[config.mk]
export PLATFORM = sky130hd
export DESIGN_NAME = cache_controller_flat
export DESIGN_NICKNAME = d
export VERILOG_FILES = /design/src/rtl/cache_controller_pkg.sv /design/src/rtl/cache_controller_if.sv /design/src/rtl/cache_controller_lru_update.sv /design/src/rtl/cache_controller.sv /design/src/flat_wrapper.sv
export SDC_FILE = /design/constraint.sdc
export NUM_CORES = 2
export LEC_CHECK = 0
export BUFFER_PORTS_ARGS = -buffer_cell sky130_fd_sc_hd__clkbuf_2
export CAP_MARGIN = 10
export CORE_AREA = 5 5 394 396
export DETAILED_ROUTE_END_ITERATION = 6
export DIE_AREA = 0 0 399 401
export PLACE_DENSITY_LB_ADDON = 0.08
export SLEW_MARGIN = 5
export SYNTH_ARGS = -nofsm -noshare
export SYNTH_HDL_FRONTEND = slang
export SYNTH_HIERARCHICAL = 1
export SYNTH_SLANG_ARGS = --single-unit
[constraint.sdc]
create_clock -name clk -period 4.4 [get_ports clk]
set_clock_uncertainty 0.15 [all_clocks]
set_input_delay 0.88 -clock clk [delete_from_list [all_inputs] [get_ports clk]]
set_output_delay 0.88 -clock clk [all_outputs]
set_load 0.03 [all_outputs]
[src/rtl/cache_controller_pkg.sv]
// Shared types and constants for the L1 cache protocol controller and its storage array.
package cache_controller_pkg;

  localparam int SETS     = 16384;
  localparam int WAYS     = 8;
  localparam int ADDR_W   = 32;
  localparam int OFFSET_W = 6;
  localparam int TAG_W    = 12;
  localparam int LRU_W    = 3;
  localparam int DATA_W   = 32;

  typedef enum logic [1:0] {MESI_I, MESI_S, MESI_E, MESI_M} mesi_t;
  typedef enum logic [1:0] {BUS_READ, BUS_WRITE, BUS_INVALIDATE, BUS_RWIM} bus_op_t;
  typedef enum logic [1:0] {SNOOP_NOHIT, SNOOP_HIT, SNOOP_HITM} snoop_t;

  typedef struct packed {
    logic [3:0]        n;
    logic [ADDR_W-1:0] address;
  } command_t;

  typedef struct packed {
    mesi_t             mesi;
    logic [LRU_W-1:0]  lru;
    logic [TAG_W-1:0]  tag;
    logic [DATA_W-1:0] data;
  } cache_line_t;

  typedef cache_line_t [WAYS-1:0] cache_set_t;

  localparam logic [3:0] CMD_READ         = 4'd0;
  localparam logic [3:0] CMD_WRITE        = 4'd1;
  localparam logic [3:0] CMD_FETCH        = 4'd2;
  localparam logic [3:0] CMD_SNOOP_READ   = 4'd3;
  localparam logic [3:0] CMD_SNOOP_WRITE  = 4'd4;
  localparam logic [3:0] CMD_SNOOP_RWIM   = 4'd5;
  localparam logic [3:0] CMD_SNOOP_INVAL  = 4'd6;
  localparam logic [3:0] CMD_CLEAR        = 4'd8;
  localparam logic [3:0] CMD_PRINT        = 4'd9;

endpackage

[src/rtl/cache_controller_if.sv]
// Trace-command and bus handshake bundle between the controller (master) and its environment (slave).
interface cache_controller_if;
  import cache_controller_pkg::*;

  // A transfer happens on a clock edge where valid and ready are both 1; the
  // valid side holds its payload stable and keeps valid high until that edge.
  logic     cmd_valid;
  logic     cmd_ready;
  command_t cmd;
  logic     bus_valid;
  bus_op_t  bus_op;
  logic [ADDR_W-1:0] bus_addr;
  logic     bus_ready;
  snoop_t   bus_snoop_in;

  modport master (
    input  cmd_valid, cmd, bus_ready, bus_snoop_in,
    output cmd_ready, bus_valid, bus_op, bus_addr
  );

  modport slave (
    output cmd_valid, cmd, bus_ready, bus_snoop_in,
    input  cmd_ready, bus_valid, bus_op, bus_addr
  );
endinterface

[src/rtl/cache_controller_lru_update.sv]
// Victim selection and LRU recency update for one set; purely combinational.
module lru_update
  import cache_controller_pkg::*;
#(
    parameter int ways  = WAYS,
    parameter int WAY_W = $clog2(ways)
) (
    input  cache_line_t [ways-1:0]            set_in,
    input  logic        [WAY_W-1:0]           way,
    output logic        [ways-1:0][LRU_W-1:0] lru_out,
    output logic        [WAY_W-1:0]           victim
);

  logic [LRU_W-1:0] old_lru;
  logic [WAY_W-1:0] victim_lru;
  logic [WAY_W-1:0] victim_inv;
  logic             has_inv;

  always_comb begin
    old_lru = set_in[way].lru;
    for (int w = 0; w < ways; w++) begin
      if (WAY_W'(w) == way)
        lru_out[w] = LRU_W'(ways - 1);
      else if (set_in[w].lru > old_lru)
        lru_out[w] = set_in[w].lru - 1'b1;
      else
        lru_out[w] = set_in[w].lru;
    end
  end

  // Descending scan so the lowest-index candidate is the one left standing.
  always_comb begin
    victim_lru = '0;
    victim_inv = '0;
    has_inv    = 1'b0;
    for (int w = ways - 1; w >= 0; w--) begin
      if (set_in[w].lru == '0) victim_lru = WAY_W'(w);
      if (set_in[w].mesi == MESI_I) begin
        victim_inv = WAY_W'(w);
        has_inv    = 1'b1;
      end
    end
    victim = has_inv ? victim_inv : victim_lru;
  end

endmodule

[src/rtl/cache_controller.sv]
// MESI protocol controller: reads a set, resolves hit/miss/snoop, runs bus operations, writes the set back.
module cache_controller
  import cache_controller_pkg::*;
#(
    parameter int sets  = SETS,
    parameter int ways  = WAYS,
    parameter int CNT_W = 32
) (
    input  logic                    clk,
    input  logic                    rst_n,
    cache_controller_if.master      link,
    output command_t                arr_instruction,
    output logic                    arr_read_enable,
    output logic                    arr_write_enable,
    input  cache_line_t [ways-1:0]  arr_cache_out,
    output cache_line_t [ways-1:0]  arr_cache_in,
    output snoop_t                  snoop_result,
    output logic                    snoop_valid,
    output logic [CNT_W-1:0]        hit_count,
    output logic [CNT_W-1:0]        miss_count,
    output logic [CNT_W-1:0]        read_count,
    output logic [CNT_W-1:0]        write_count,
    output logic [2:0]              dbg_state
);

  localparam int WAY_W      = $clog2(ways);
  localparam int INDEX_BITS = $clog2(sets);

  localparam logic [2:0] S_IDLE   = 3'd0;
  localparam logic [2:0] S_RD     = 3'd1;
  localparam logic [2:0] S_EVAL   = 3'd2;
  localparam logic [2:0] S_BUS_WB = 3'd3;
  localparam logic [2:0] S_BUS_OP = 3'd4;
  localparam logic [2:0] S_WR     = 3'd5;
  localparam logic [2:0] S_PASS   = 3'd6;

  logic [2:0]        state;
  command_t          cmd_q;
  bus_op_t           op_q;
  logic              need_op_q;
  logic              fill_q;
  logic [WAY_W-1:0]  fill_way_q;
  logic [ADDR_W-1:0] op_addr_q;
  logic [ADDR_W-1:0] wb_addr_q;

  logic [TAG_W-1:0]      cmd_tag;
  logic [INDEX_BITS-1:0] cmd_index;
  logic [ADDR_W-1:0]     cmd_line;
  logic                  is_proc;
  logic                  hit;
  logic [WAY_W-1:0]      hit_way;
  logic [WAY_W-1:0]      victim;
  logic [WAY_W-1:0]      access_way;
  logic [ways-1:0][LRU_W-1:0] lru_new;

  cache_line_t [ways-1:0] next_set;
  mesi_t             hit_mesi;
  logic              eval_wb;
  logic [ADDR_W-1:0] eval_wb_addr;
  logic              eval_op_valid;
  bus_op_t           eval_op;
  logic              eval_fill;
  snoop_t            eval_snoop;

  assign cmd_tag   = cmd_q.address[ADDR_W-1 -: TAG_W];
  assign cmd_index = cmd_q.address[OFFSET_W +: INDEX_BITS];
  assign cmd_line  = {cmd_q.address[ADDR_W-1:OFFSET_W], {OFFSET_W{1'b0}}};
  assign is_proc   = (cmd_q.n == CMD_READ) || (cmd_q.n == CMD_WRITE) || (cmd_q.n == CMD_FETCH);

  assign link.cmd_ready   = (state == S_IDLE);
  assign link.bus_valid   = (state == S_BUS_WB) || (state == S_BUS_OP);
  assign link.bus_op      = (state == S_BUS_WB) ? BUS_WRITE : (state == S_BUS_OP) ? op_q : BUS_READ;
  assign link.bus_addr    = (state == S_BUS_WB) ? wb_addr_q : (state == S_BUS_OP) ? op_addr_q : '0;
  assign arr_instruction  = cmd_q;
  assign arr_read_enable  = (state == S_RD);
  assign arr_write_enable = (state == S_WR);
  assign dbg_state        = state;

  always_comb begin
    hit     = 1'b0;
    hit_way = '0;
    for (int w = ways - 1; w >= 0; w--) begin
      if (arr_cache_out[w].tag == cmd_tag && arr_cache_out[w].mesi != MESI_I) begin
        hit     = 1'b1;
        hit_way = WAY_W'(w);
      end
    end
  end

  assign access_way = hit ? hit_way : victim;

  lru_update #(.ways(ways), .WAY_W(WAY_W)) u_lru (
    .set_in  (arr_cache_out),
    .way     (access_way),
    .lru_out (lru_new),
    .victim  (victim)
  );

  always_comb begin
    next_set      = arr_cache_out;
    hit_mesi      = arr_cache_out[hit_way].mesi;
    eval_wb       = 1'b0;
    eval_wb_addr  = cmd_line;
    eval_op_valid = 1'b0;
    eval_op       = BUS_READ;
    eval_fill     = 1'b0;
    eval_snoop    = SNOOP_NOHIT;
    if (is_proc) begin
      for (int w = 0; w < ways; w++) next_set[w].lru = lru_new[w];
      if (hit) begin
        if (cmd_q.n == CMD_WRITE) begin
          next_set[hit_way].mesi = MESI_M;
          if (hit_mesi == MESI_S) begin
            eval_op_valid = 1'b1;
            eval_op       = BUS_INVALIDATE;
          end
        end
      end else begin
        // Fill the victim; a dirty victim is written back before the fill op.
        next_set[victim].tag  = cmd_tag;
        next_set[victim].data = '0;
        eval_op_valid = 1'b1;
        eval_wb       = (arr_cache_out[victim].mesi == MESI_M);
        eval_wb_addr  = {arr_cache_out[victim].tag, cmd_index, {OFFSET_W{1'b0}}};
        if (cmd_q.n == CMD_WRITE) begin
          next_set[victim].mesi = MESI_M;
          eval_op               = BUS_RWIM;
        end else begin
          next_set[victim].mesi = MESI_E;
          eval_op               = BUS_READ;
          eval_fill             = 1'b1;
        end
      end
    end else if (hit) begin
      eval_snoop = (hit_mesi == MESI_M) ? SNOOP_HITM : SNOOP_HIT;
      case (cmd_q.n)
        CMD_SNOOP_READ: begin
          if (hit_mesi == MESI_M || hit_mesi == MESI_E) next_set[hit_way].mesi = MESI_S;
          eval_wb = (hit_mesi == MESI_M);
        end
        CMD_SNOOP_RWIM: begin
          next_set[hit_way].mesi = MESI_I;
          eval_wb = (hit_mesi == MESI_M);
        end
        CMD_SNOOP_INVAL: begin
          if (hit_mesi == MESI_S) next_set[hit_way].mesi = MESI_I;
        end
        default: ;
      endcase
    end
  end

  function automatic logic [CNT_W-1:0] sat_inc(input logic [CNT_W-1:0] v);
    return (&v) ? v : v + 1'b1;
  endfunction

  always_ff @(posedge clk or negedge rst_n) begin
    if (!rst_n) begin
      state        <= S_IDLE;
      cmd_q        <= '0;
      op_q         <= BUS_READ;
      need_op_q    <= 1'b0;
      fill_q       <= 1'b0;
      fill_way_q   <= '0;
      op_addr_q    <= '0;
      wb_addr_q    <= '0;
      arr_cache_in <= '0;
      snoop_result <= SNOOP_NOHIT;
      snoop_valid  <= 1'b0;
      hit_count    <= '0;
      miss_count   <= '0;
      read_count   <= '0;
      write_count  <= '0;
    end else begin
      snoop_valid <= 1'b0;
      case (state)
        S_IDLE: begin
          if (link.cmd_valid) begin
            cmd_q <= link.cmd;
            if (link.cmd.n == CMD_CLEAR || link.cmd.n == CMD_PRINT) state <= S_PASS;
            else if (link.cmd.n <= CMD_SNOOP_INVAL)                   state <= S_RD;
          end
        end
        S_RD: state <= S_EVAL;
        S_EVAL: begin
          arr_cache_in <= next_set;
          op_q         <= eval_op;
          need_op_q    <= eval_op_valid;
          fill_q       <= eval_fill;
          fill_way_q   <= victim;
          op_addr_q    <= cmd_line;
          wb_addr_q    <= eval_wb_addr;
          if (is_proc) begin
            if (hit) hit_count  <= sat_inc(hit_count);
            else     miss_count <= sat_inc(miss_count);
            if (cmd_q.n == CMD_WRITE) write_count <= sat_inc(write_count);
            else                      read_count  <= sat_inc(read_count);
          end else begin
            snoop_result <= eval_snoop;
            snoop_valid  <= 1'b1;
          end
          if (eval_wb)            state <= S_BUS_WB;
          else if (eval_op_valid) state <= S_BUS_OP;
          else                    state <= S_WR;
        end
        S_BUS_WB: begin
          if (link.bus_ready) state <= need_op_q ? S_BUS_OP : S_WR;
        end
        S_BUS_OP: begin
          if (link.bus_ready) begin
            if (fill_q)
              arr_cache_in[fill_way_q].mesi <= (link.bus_snoop_in == SNOOP_NOHIT) ? MESI_E : MESI_S;
            state <= S_WR;
          end
        end
        S_WR: state <= S_IDLE;
        S_PASS: begin
          if (cmd_q.n == CMD_CLEAR) begin
            hit_count   <= '0;
            miss_count  <= '0;
            read_count  <= '0;
            write_count <= '0;
          end
          state <= S_IDLE;
        end
        default: state <= S_IDLE;
      endcase
    end
  end

endmodule

[src/flat_wrapper.sv]
// flat-port wrapper written by rule: the top's interface ports become plain ports
module cache_controller_flat import cache_controller_pkg::*;
#(
    parameter int sets  = SETS,
    parameter int ways  = WAYS,
    parameter int CNT_W = 32
)
  (clk, rst_n, arr_instruction, arr_read_enable, arr_write_enable, arr_cache_out, arr_cache_in, snoop_result, snoop_valid, hit_count, miss_count, read_count, write_count, dbg_state, link_cmd_valid, link_cmd, link_bus_ready, link_bus_snoop_in, link_cmd_ready, link_bus_valid, link_bus_op, link_bus_addr);
  cache_controller_if link_i ();
  input  logic clk;
  input  logic rst_n;
  output command_t arr_instruction;
  output logic arr_read_enable;
  output logic arr_write_enable;
  input  cache_line_t [ways-1:0] arr_cache_out;
  output cache_line_t [ways-1:0] arr_cache_in;
  output snoop_t snoop_result;
  output logic snoop_valid;
  output logic [CNT_W-1:0] hit_count;
  output logic [CNT_W-1:0] miss_count;
  output logic [CNT_W-1:0] read_count;
  output logic [CNT_W-1:0] write_count;
  output logic [2:0] dbg_state;
  input wire logic [$bits(link_i.cmd_valid)-1:0] link_cmd_valid;
  input wire logic [$bits(link_i.cmd)-1:0] link_cmd;
  input wire logic [$bits(link_i.bus_ready)-1:0] link_bus_ready;
  input wire logic [$bits(link_i.bus_snoop_in)-1:0] link_bus_snoop_in;
  output wire logic [$bits(link_i.cmd_ready)-1:0] link_cmd_ready;
  output wire logic [$bits(link_i.bus_valid)-1:0] link_bus_valid;
  output wire logic [$bits(link_i.bus_op)-1:0] link_bus_op;
  output wire logic [$bits(link_i.bus_addr)-1:0] link_bus_addr;
  assign link_i.cmd_valid = link_cmd_valid;
  assign link_i.cmd = link_cmd;
  assign link_i.bus_ready = link_bus_ready;
  assign link_i.bus_snoop_in = link_bus_snoop_in;
  assign link_cmd_ready = link_i.cmd_ready;
  assign link_bus_valid = link_i.bus_valid;
  assign link_bus_op = link_i.bus_op;
  assign link_bus_addr = link_i.bus_addr;
  cache_controller #(.sets(sets), .ways(ways), .CNT_W(CNT_W)) u_core (.clk(clk), .rst_n(rst_n), .link(link_i), .arr_instruction(arr_instruction), .arr_read_enable(arr_read_enable), .arr_write_enable(arr_write_enable), .arr_cache_out(arr_cache_out), .arr_cache_in(arr_cache_in), .snoop_result(snoop_result), .snoop_valid(snoop_valid), .hit_count(hit_count), .miss_count(miss_count), .read_count(read_count), .write_count(write_count), .dbg_state(dbg_state));
endmodule
# [Word-level counts from Yosys, hierarchy flattened]
# Cells that the tools add are included.
[op_classes] add_sub_neg=12 order_cmp=16 n_eq_ne=48 muxes=146 bitwise=1 reduce_logical=59
[op_table] cell="$mux W392" count=9
[op_table] cell="$bwmux W392" count=8
[op_table] cell="$pmux W392 S3" count=1
[op_table] cell="$pmux W392 S2" count=1
[op_table] cell="$demux W49 S3" count=5
[op_table] cell="$mux W32" count=18
[op_table] cell="$bmux W49 S3" count=3
[op_table] cell="$pmux W32 S2" count=4
[op_table] cell="$mux W49" count=5
[op_table] cell="$mux W3" count=48
[op_table] cell="$add A32 B1 Y32 const B" count=4
[op_table] cell="$reduce_and A32 Y1" count=4
[op_table] cell="$eq A12 B12 Y1" count=8
[op_table] cell="$mux W47" count=1
[op_table] cell="$mux W44" count=1
[op_table] cell="$mux W1" count=31
[op_table] cell="$logic_not A3 Y1" count=10
[op_table] cell="$gt A3 B3 Y1" count=8
[op_table] cell="$sub A3 B1 Y3 const B" count=8
[op_table] cell="$mux W2" count=10
[op_table] cell="$reduce_and A5 Y1" count=4
[op_table] cell="$reduce_bool A2 Y1" count=10
[op_table] cell="$logic_not A2 Y1" count=9
[op_table] cell="$ne A2 B2 Y1 const B" count=9
[op_table] cell="26 further kinds" count=63
[word_totals] reg_bits=627 output_inout_bits=600 elab_cells=329

# [Depth between registers and ports, before layout]
[depth] word_depth=23 ltp_mapped=23 mapped_depth_nobuf=20

# [Cells and area by module]
# The synthesis kept the hierarchy.
[by_module_without_submodules] module="cache_controller" instances=1 cells_each=3364 area_each_um2=30010.0 seq_area_each_um2=15189.6
[by_module_without_submodules] module="lru_update" instances=1 cells_each=221 area_each_um2=1642.8 seq_area_each_um2=0.0

# [Worst setup path before layout]
# Ideal clock, no wire load.
[synth_path] kind="input to register" start="input port arr_cache_out[387] (netlist bit)" end="register, netlist name u_core/arr_cache_in[94]" setup_ps=82 t_arrival_ps=5407 t_required_ps=4168 path_slack_ps=-1239 stages=22 path_buffers=4 cell_sequence="inv_1 ha_1 nor2b_1 o211ai_1 a21oi_1 o21bai_1 a21oi_1 clkbuf_1 buf_1 clkbuf_1 o21ai_0 a21oi_1 buf_4 mux4_2 mux2i_1 ha_1 nand3_1 a21boi_1 mux2_2 nand2_1 nand2_1 a31oi_1"
[synth_lines] item="start, declared" line_no="flat_wrapper.sv:15" source="input cache_line_t [ways-1:0] arr_cache_out;"

==> qor.txt <==
Simple-Gate Fraction of Synth Area: 21.44%
Worst r2r path cells: 21
Crit. Startpoint: u_core/arr_instruction[25]
Initial antenna violation count: 37
Final Setup Violations: 24
Critical R2R Capture: u_core/arr_cache_in[94]
Cell Area, Synth: 31650 um^2
CP bufs+invs: 4
Worst EP required: 4.84 ns
Fillers: 16470
Hold_buf cts: 0
Hold Vio Cnt, Final: 0
Avg Synthesized Cell Area: 8.829 um^2
VDD IR max: 0.2627 mV
Nets: 5448
Final core occ: 30.75%
CTS Sinks: 607
Most frequent cells in the layout: 1026 x clkbuf_2, 930 x nand2_1, 603 x dfrtp_1
Post-route DRC: 0
Setup crit end: u_core/arr_cache_in[94]
Vias per cell: 4.504
Post-Synth XOR/XNOR Area: 5.811%
CTS tree: done
Final ANT Viol Nets: 0
Synth Area in Compound Gates: 13.67%
Area share of fa/ha/maj cells after synthesis: 1.739%
Synth unique cells: 94
Max_slew headroom: 23.47%
Placer Congestion: 0.8920
Total track usage: 21.57%
Via Count: 31830
Violated checks: setup timing
Yosys warning total: 6
Crit-path max cell delay: 0.57 ns
Share of cells above drive strength 1: 37.39%
Area grow syn2layout: 46.87%
DP Area: 42720 um^2
Clock Pin Slew Worst Setup and Hold Paths: 0.06 ns
Largest net degree at the start of global routing: 132
Ys async rst share: 100.0%
# rows: 143
Setup CP Type: reg2reg
IO buf count: 1027
Slew of the pin with the lowest slew margin: 1.148 ns
DRT iter0 DRCs: 1940
DP HPWL: 142800 um
Core area: 151200 um^2
H-tree Lvls: 3
Top_reg_cell synth: dfrtp_1
Clock tree root driver cell: clkbuf_16
Die W: 399 um
Flop2flop setup slack: -0.39 ns
Worst path depth: 21
Max Buffers Root-to-Sink: 3
Outcome: complete, but fails checks
Final wirelength: 180200 um
Vias in the first global route: 32240
Post-layout min period: 4.793 ns
CTS Buf Count: 84
Drt wl/cell: 25.50 um
Worst Path Max Fanout: 5
Mux contribution to synthesized area: 5.384%
Insertion delay to the later sink of the worst-skew pair: 0.68 ns
Max Cap Viol: 0
Endpoint type of the worst setup path: flop
Most Frequent Cell on Critical Path: nand2_1
Number of synthesized register bits: 607
Die Area: 160000 um^2
Commonest non-fill, non-tap cell in the layout: clkbuf_2
Post-synth EDFFs: 0
Main combinational cell family by area after synthesis: simple AND/OR/NAND/NOR gates
Slowest stage cell, crit path: or4_4
Worst Hold Class: in2async
Leakage power: 0.02235 uW
Post-route design area: 46490 um^2
Synthesized instance count: 3585
Die Height: 401 um
Final setup margin: -0.3929 ns
Critical path arrival: 5.23 ns
Critical path launch point type: flop
Sequential-to-total area share from yosys stat: 47.99%
First-pass DRT Iterations: 6
Final global-route overflow total: 0
Maximum clock rate: 0.2086 GHz
Crit-path cells: buf_4, xnor2_2, nand2_1, or4_4, a211o_1, a311oi_2, buf_4, o21ba_4, a21o_4, mux4_2, mux2i_4, buf_12, buf_6, ha_4, nor2b_4, o21ai_4, a21boi_4, mux2_4, nand2_1, nand2_1, a31oi_1
Initial Util: 20.94%
Reg2Reg Launch Point: u_core/arr_instruction[25]
Critical path's top delay family: compound AO/OA/AOI/OAI gates
First-pass GRT wire length: 250400 um
RSZ-0062 raised after global routing: true
Period utilisation layout: 108.9%
P per Cell Area: 698.7 nW/um^2
Num ports: 1034
Fin. max-slew vios: 0
-- flip-flops by register name (all words and copies together) (netlist names), 2 cells and up --
signal,flops
u_core/arr_cache_in,392
u_core/snoop_result,2
u_core/miss_count,32
u_core/read_count,32
u_core/hit_count,32
u_core/wb_addr_q,12
u_core/write_count,32
u_core/arr_instruction,36
u_core/dbg_state,3
u_core/fill_way_q,3
u_core/op_q,2
u_core/op_addr_q,26
-- metrics by stage --
step | hold slack (ns) | setup slack, ns | instances | TNS [ns] | total power [uW]
6_report | 0.1201 | -0.3929 | 7068 | -7.430 | 32480
5_1_grt | 0.1241 | -0.5272 | 7060 | -11.44 | 34370
4_1_cts | 0.09634 | -0.3378 | 7046 | -7.198 | 32690
3_5_place_dp | 0.3050 | -0.9501 | 6889 | -47.25 | 25330
3_3_place_gp | 0.3003 | -0.9497 | 6889 | -50.59 | 25290
2_1_floorplan | 0.2875 | -0.3020 | 3590 | -3.792 | 18010
-- layout make-up --
class / instances / area [um^2] / area share (%)
diodes: 12 / 30.03 / 0.06460
clock inverters: 24 / 345.3 / 0.7429
well taps: 2030 / 2540 / 5.464
flip-flops and latches: 607 / 15190 / 32.69
multi-input cells: 2686 / 16160 / 34.76
repair buffers: 1539 / 9628 / 20.71
clock buffers: 118 / 2380 / 5.119
inverters: 52 / 211.5 / 0.4549
-- logic make-up after synthesis --
| kind of cell | Yosys count |
|---|---|
| multiplexers | 155 |
| other | 1 |
| AND/OR/NAND/NOR | 1540 |
| buffers and inverters | 297 |
| XOR/XNOR | 210 |
| AO/OA/AOI/OAI | 731 |
| adder cells (fa/ha/maj) | 44 |
| flip-flops | 607 |
-- per-layer routing --
metal | wire length, um | vias up | track usage, %
met5 | 140 | - | 0
met4 | 5356 | 22 | 5.899
met3 | 12870 | 234 | 5.835
met2 | 88990 | 978 | 37.75
met1 | 72870 | 15600 | 25.98
li1 | - | 14990 | -
-- synth_stat cells, drive strengths merged, types with 41 or more instances --
master / instances / area share (%)
dfrtp: 607 / 48
and2: 41 / 0.81
a21oi: 102 / 1.6
mux2i: 102 / 3.2
clkbuf: 188 / 2.2
a31oi: 45 / 0.96
mux2: 47 / 1.7
ha: 44 / 1.7
buf: 57 / 1.1
nor2: 212 / 2.5
o21ai: 415 / 6.6
nand3: 97 / 1.5
xor2: 99 / 2.7
nand2: 933 / 11
xnor2: 111 / 3.1
inv: 51 / 0.60
-- power breakdown --
part	total [uW]	switching (uW)	leakage (uW)	internal (uW)
Combinational	16400	11300	0.0135	5150
Clock	6860	2850	0.00131	4020
Sequential	9200	1400	0.00757	7800
Total	32500	15500	0.0223	17000
-- worst min path at each step --
stage	startpoint	endpoint	slack [ns]	cells after the start
6_report	rst_n	u_core/arr_cache_in[216]	0.12	1
5_1_grt	rst_n	u_core/arr_cache_in[226]	0.12	1
4_1_cts	rst_n	u_core/arr_cache_in[226]	0.1	1
3_5_place_dp	u_core/op_addr_q[10]	u_core/op_addr_q[10]	0.31	2
3_3_place_gp	u_core/op_addr_q[10]	u_core/op_addr_q[10]	0.30	2
2_1_floorplan	u_core/op_addr_q[10]	u_core/op_addr_q[10]	0.29	2
-- timing repair --
action,CTS,global route
resized for setup,61,60
pin swaps,27,45
gates cloned,0,1
buffers inserted,15,9
setup endpoints to repair,24,31
Note: power is estimated with default switching activity, not from simulation.
